<file path="src/rtl/joy_db15_pkg.sv">
`default_nettype none
// +--------------------------------------------------------------------------+
// | joy_db15_pkg : shared DB15 frame constants and responder state encoding  |
// | Revision     : 1.0                                                       |
// +--------------------------------------------------------------------------+
package joy_db15_pkg;

  localparam int DB15_FRAME_BITS  = 24;
  localparam int DB15_PLAYER_BITS = 12;

  typedef enum logic [1:0] {
    ST_IDLE   = 2'd0,
    ST_LOADED = 2'd1,
    ST_SHIFT  = 2'd2,
    ST_DONE   = 2'd3
  } db15_state_e;

endpackage
`default_nettype wire

</file>
<file path="src/rtl/joy_sync_edge.sv">
`default_nettype none
// +--------------------------------------------------------------------------+
// | joy_sync_edge : 2-flop synchroniser plus one flop for rising-edge detect |
// | Revision      : 1.0                                                      |
// +--------------------------------------------------------------------------+
module joy_sync_edge (
  input  logic clk,
  input  logic reset,
  input  logic async_in,
  output logic sync_out,
  output logic rise
);

  logic [2:0] pipe_q;
  logic [2:0] pipe_d;

  always_comb begin
    pipe_d = {pipe_q[1:0], async_in};
  end

  // Reset to the inactive (high) level so a low pin after reset is not an edge.
  always_ff @(posedge clk) begin
    if (reset) begin
      pipe_q <= 3'b111;
    end else begin
      pipe_q <= pipe_d;
    end
  end

  assign sync_out = pipe_q[1];
  assign rise     = pipe_q[1] & ~pipe_q[2];

endmodule
`default_nettype wire

</file>
<file path="src/rtl/joy_db15_responder.sv">
`default_nettype none
// +--------------------------------------------------------------------------+
// | joy_db15_responder : DB15 joystick shift-register responder for a host   |
// | Revision           : 1.0                                                 |
// +--------------------------------------------------------------------------+
module joy_db15_responder
  import joy_db15_pkg::*;
#(
  parameter int          FRAME_BITS = DB15_FRAME_BITS,
  parameter logic [15:0] TIMEOUT    = 16'd4800
) (
  input  logic                        clk,
  input  logic                        reset,
  input  logic [DB15_PLAYER_BITS-1:0] joystick1,
  input  logic [DB15_PLAYER_BITS-1:0] joystick2,
  input  logic                        JOY_CLK,
  input  logic                        JOY_LOAD,
  output logic                        JOY_DATA,
  output logic                        busy,
  output logic                        frame_done,
  output logic                        overrun
);

  localparam int SREG_W = 2 * DB15_PLAYER_BITS;
  localparam int CNT_W  = $clog2(FRAME_BITS + 1);

  logic              clk_sync_unused;
  logic              clk_rise;
  logic              load_sync;
  logic              load_rise;

  db15_state_e       state_q, state_d;
  logic [SREG_W-1:0] sreg_q, sreg_d;
  logic [CNT_W-1:0]  cnt_q, cnt_d;
  logic [15:0]       wdog_q, wdog_d;
  logic              joy_data_q, joy_data_d;
  logic              overrun_q, overrun_d;
  logic              in_frame;

  joy_sync_edge u_sync_clk (
    .clk      (clk),
    .reset    (reset),
    .async_in (JOY_CLK),
    .sync_out (clk_sync_unused),
    .rise     (clk_rise)
  );

  joy_sync_edge u_sync_load (
    .clk      (clk),
    .reset    (reset),
    .async_in (JOY_LOAD),
    .sync_out (load_sync),
    .rise     (load_rise)
  );

  assign in_frame = (state_q == ST_LOADED) || (state_q == ST_SHIFT);

  always_comb begin
    state_d    = state_q;
    sreg_d     = sreg_q;
    cnt_d      = cnt_q;
    wdog_d     = wdog_q;
    joy_data_d = joy_data_q;
    overrun_d  = overrun_q;

    // Load level wins over everything: keep sampling the buttons while it is low.
    if (!load_sync) begin
      sreg_d     = {joystick2, joystick1};
      cnt_d      = '0;
      wdog_d     = '0;
      joy_data_d = 1'b1;
      state_d    = ST_IDLE;
      if (in_frame) begin
        overrun_d = 1'b1;
      end
    end else if (load_rise) begin
      state_d    = ST_LOADED;
      cnt_d      = '0;
      wdog_d     = '0;
      joy_data_d = ~sreg_q[0];
    end else if (in_frame) begin
      if (clk_rise) begin
        sreg_d = {1'b0, sreg_q[SREG_W-1:1]};
        cnt_d  = cnt_q + CNT_W'(1);
        wdog_d = '0;
        if (cnt_q == CNT_W'(FRAME_BITS - 1)) begin
          state_d    = ST_DONE;
          joy_data_d = 1'b1;
        end else begin
          state_d    = ST_SHIFT;
          joy_data_d = ~sreg_q[1];
        end
      end else if (wdog_q == (TIMEOUT - 16'd1)) begin
        state_d    = ST_IDLE;
        wdog_d     = '0;
        joy_data_d = 1'b1;
      end else begin
        wdog_d = wdog_q + 16'd1;
      end
    end else begin
      state_d    = ST_IDLE;
      wdog_d     = '0;
      joy_data_d = 1'b1;
    end
  end

  always_ff @(posedge clk) begin
    if (reset) begin
      state_q    <= ST_IDLE;
      sreg_q     <= '0;
      cnt_q      <= '0;
      wdog_q     <= '0;
      joy_data_q <= 1'b1;
      overrun_q  <= 1'b0;
    end else begin
      state_q    <= state_d;
      sreg_q     <= sreg_d;
      cnt_q      <= cnt_d;
      wdog_q     <= wdog_d;
      joy_data_q <= joy_data_d;
      overrun_q  <= overrun_d;
    end
  end

  assign JOY_DATA   = joy_data_q;
  assign busy       = in_frame;
  assign frame_done = (state_q == ST_DONE);
  assign overrun    = overrun_q;

endmodule
`default_nettype wire

</file>
<file path="config.mk">
export PLATFORM = sky130hd
export DESIGN_NAME = joy_db15_responder
export DESIGN_NICKNAME = d
export VERILOG_FILES = /design/src/rtl/joy_db15_pkg.sv /design/src/rtl/joy_sync_edge.sv /design/src/rtl/joy_db15_responder.sv
export SDC_FILE = /design/constraint.sdc
export NUM_CORES = 1
export LEC_CHECK = 0
export ABC_AREA = 1
export CORE_ASPECT_RATIO = 0.8
export CORE_MARGIN = 4
export CORE_UTILIZATION = 45
export CTS_BUF_LIST = sky130_fd_sc_hd__clkbuf_2 sky130_fd_sc_hd__clkbuf_4 sky130_fd_sc_hd__clkbuf_8
export DETAILED_ROUTE_END_ITERATION = 6
export GPL_ROUTABILITY_DRIVEN = 0
export HOLD_SLACK_MARGIN = 0.08
export PLACE_DENSITY = 0.69
export SLEW_MARGIN = 40
export SYNTH_ARGS = -nofsm -noshare
export SYNTH_HDL_FRONTEND = slang
export SYNTH_SLANG_ARGS = --single-unit
</file>
<file path="constraint.sdc">
create_clock -name clk -period 4.35 [get_ports clk]
set_input_delay 0.87 -clock clk [delete_from_list [all_inputs] [get_ports clk]]
set_output_delay 0.87 -clock clk [all_outputs]
set_load 0.02 [all_outputs]
</file>
==> results_dict.tcl <==
set metrics [dict create \
    status "complete, no violations" \
    start_kind "register" \
    maxSlewHeadroom_pct 59.77 \
    cts.sinks 55 \
    vias 2146 \
    overflow 0 \
    synth-xor-area-share_pct 2.097 \
    syn_to_final_growth_pct 17.02 \
    clkTransAtPathRegs_ns 0.09 \
    synth_mux_area_share_pct 0 \
    slew_violations 0 \
    cts_root_buf "clkbuf_8" \
    rows 24 \
    synth_nets 375 \
    clk_path_buf_depth 2 \
    critPathCaptureType "output port" \
    synth_top_family_by_area "simple AND/OR/NAND/NOR gates" \
    fill_cells 539 \
    total_power_w 0.0008724 \
    routed_wl_um 4790 \
    postCtsHoldBufs 0 \
    cts.repair.resized 0 \
    clock_latency_ns 0.30 \
    fin_nets 401 \
    grt_pass1_vias 1899 \
    min_period_ns 2.533 \
    core_area_um2 5435 \
    fmax_mhz 394.7 \
    rsz0062_at_grt "no" \
    ys_seq_area_share_pct 43.93 \
    cts_max_level 2 \
    synth_edf_count 0 \
    postCtsSetupBuffers 0 \
    drv_cap 0 \
    avgSynthCellArea_um2 7.285 \
    fp.dieArea_um2 6835 \
    synth_cells 344 \
    grt_max_degree 38 \
    total_leakage_power_nw 1.083 \
    io_buffer_count 31 \
    ant_nets 0 \
    num_antenna_cells 0 \
    crit_arrival_ns 1.66 \
    tightest_slew_ns 0.6013 \
    cts_inserted_buffers 5 \
    vdd_drop_max_mv 0.1427 \
    syn_area_um2 2506 \
    routed_via_density 4.780 \
    multiInputGateArea_um2 1191 \
    finalCritPeriodShare_pct 58.24 \
    start_util_pct 46.11 \
    drtPass1Iterations 5 \
    drc 0 \
    drt-initial-drc-count 79 \
    path_max_fanout 7 \
    setup_tns_ns 0 \
    crit_type "register to output port" \
    synthAdderAreaFrac_pct 1.498 \
    grt_usage_pct 14.69 \
    hold_path_class "register to register" \
    setup-violations-final 0 \
    regArea_um2 1102 \
    synth_compound_area_share_pct 11.33 \
    power_density_nw_per_um2 297.5 \
    grt_pass1_wl_um 8224 \
    drive_gt1_share_pct 8.086 \
    critPathRequiredTime_ns 3.48 \
    die_w_um 91.44 \
    final_cell_mix "nand2_1, dfxtp_1, nor2_1" \
    routedWlPerCell_um 10.67 \
    synth_ff_type "dfxtp_1" \
    stdcell_count 449 \
    async_reset_ff_share_pct 0 \
    hold_viol 0 \
    synth_warnings 0 \
    die_h_um 74.75 \
    fin_skew_ns 0.01077 \
    layout_commonest_cell "nand2_1" \
    antenna_found_initial 0 \
    dp.cells 441 \
    ioPinCount 32 \
    yosys.area_share.simple_pct 32.60 \
    dp_hpwl_um 3332 \
    synth_cell_types 33 \
    synth-seq-cells 55 \
    cts_tree "yes" \
]
[stage by stage]
stage	setup slack (ns)	utilization, %	hold WS, ns	area [µm²]
after floorplan	2.735	-	0.3895	2506
after global placement	2.065	52.30	0.3962	2843
after detailed placement	2.018	52.33	0.3983	2844
after CTS	1.793	53.96	0.4263	2933
after global routing	1.736	53.96	0.4309	2933
final	1.817	53.96	0.4220	2933
[synthesized netlist by cell type (2+ instances only)]
library cell	instances	area (µm²)
a21oi_1	19	95.09
a22oi_1	5	37.54
a31oi_1	6	37.54
buf_2	3	15.01
buf_4	3	22.52
buf_6	2	22.52
clkbuf_1	5	18.77
dfxtp_1	55	1101
ha_1	3	37.54
inv_1	33	123.9
inv_2	3	11.26
nand2_1	90	337.8
nand2_2	2	12.51
nand3_1	28	140.1
nand4_1	3	18.77
nor2_1	40	150.1
nor2_4	2	22.52
nor3_1	3	15.01
o21ai_0	17	85.08
or2_2	5	31.28
xor2_1	5	43.79
[worst paths after layout]
path | start | endpoint | slack, ns | depth (start not counted)
worst min-delay path | u_sync_clk.pipe_q[0] | u_sync_clk.pipe_q[1] | 0.42 | 1
worst max-delay path | state_q[0] | busy | 1.82 | 2
worst min register to register | u_sync_clk.pipe_q[0] | u_sync_clk.pipe_q[1] | 0.42 | 1
worst max register to register | state_q[0] | sreg_q[5] | 2.18 | 6
[logic make-up after synthesis]
kind of cell,Yosys count
xor+xnor,6
compound gates,50
flops,55
fa+ha+maj,3
simple gates,181
buf+inv,49
[worst max-delay path, cell delays in order (launching register included)]
cell and delay (ns):
dfxtp_1 0.33, ha_1 0.40, clkdlybuf4s50_1 0.64
[state kept, by name, indices dropped and copies added (netlist names)]
name / cells
JOY_DATA: 1
cnt_q: 5
overrun: 1
sreg_q: 24
state_q: 2
u_sync_clk.pipe_q: 3
u_sync_load.pipe_q: 3
wdog_q: 16
[power breakdown]
| part | leakage, nW | internal, W | switching (W) | total (W) |
|---|---|---|---|---|
| registers | 0.446 | 0.000516 | 0.00000788 | 0.000524 |
| clock network | 0.0491 | 0.000126 | 0.000153 | 0.000279 |
| logic | 0.588 | 0.0000367 | 0.0000327 | 0.0000694 |
[layer usage]
metal | global-route usage, % | up-vias | part of all wire, %
li1 | - | 1153 | -
met1 | 20.48 | 945 | 51
met2 | 22.91 | 44 | 44
met3 | 3.397 | 4 | 4.2
met4 | 4.515 | 0 | 0.81
met5 | 0 | - | 0
[area by class of cell]
cell class	instances	share of cell area, %
Clock buffer	7	2.858
Multi-Input combinational cell	240	40.61
Timing Repair Buffer	32	10.84
Inverter	36	4.608
Tap cell	78	3.328
Sequential cell	55	37.59
Clock inverter	1	0.1706
Power figures use the tool's default switching activity.
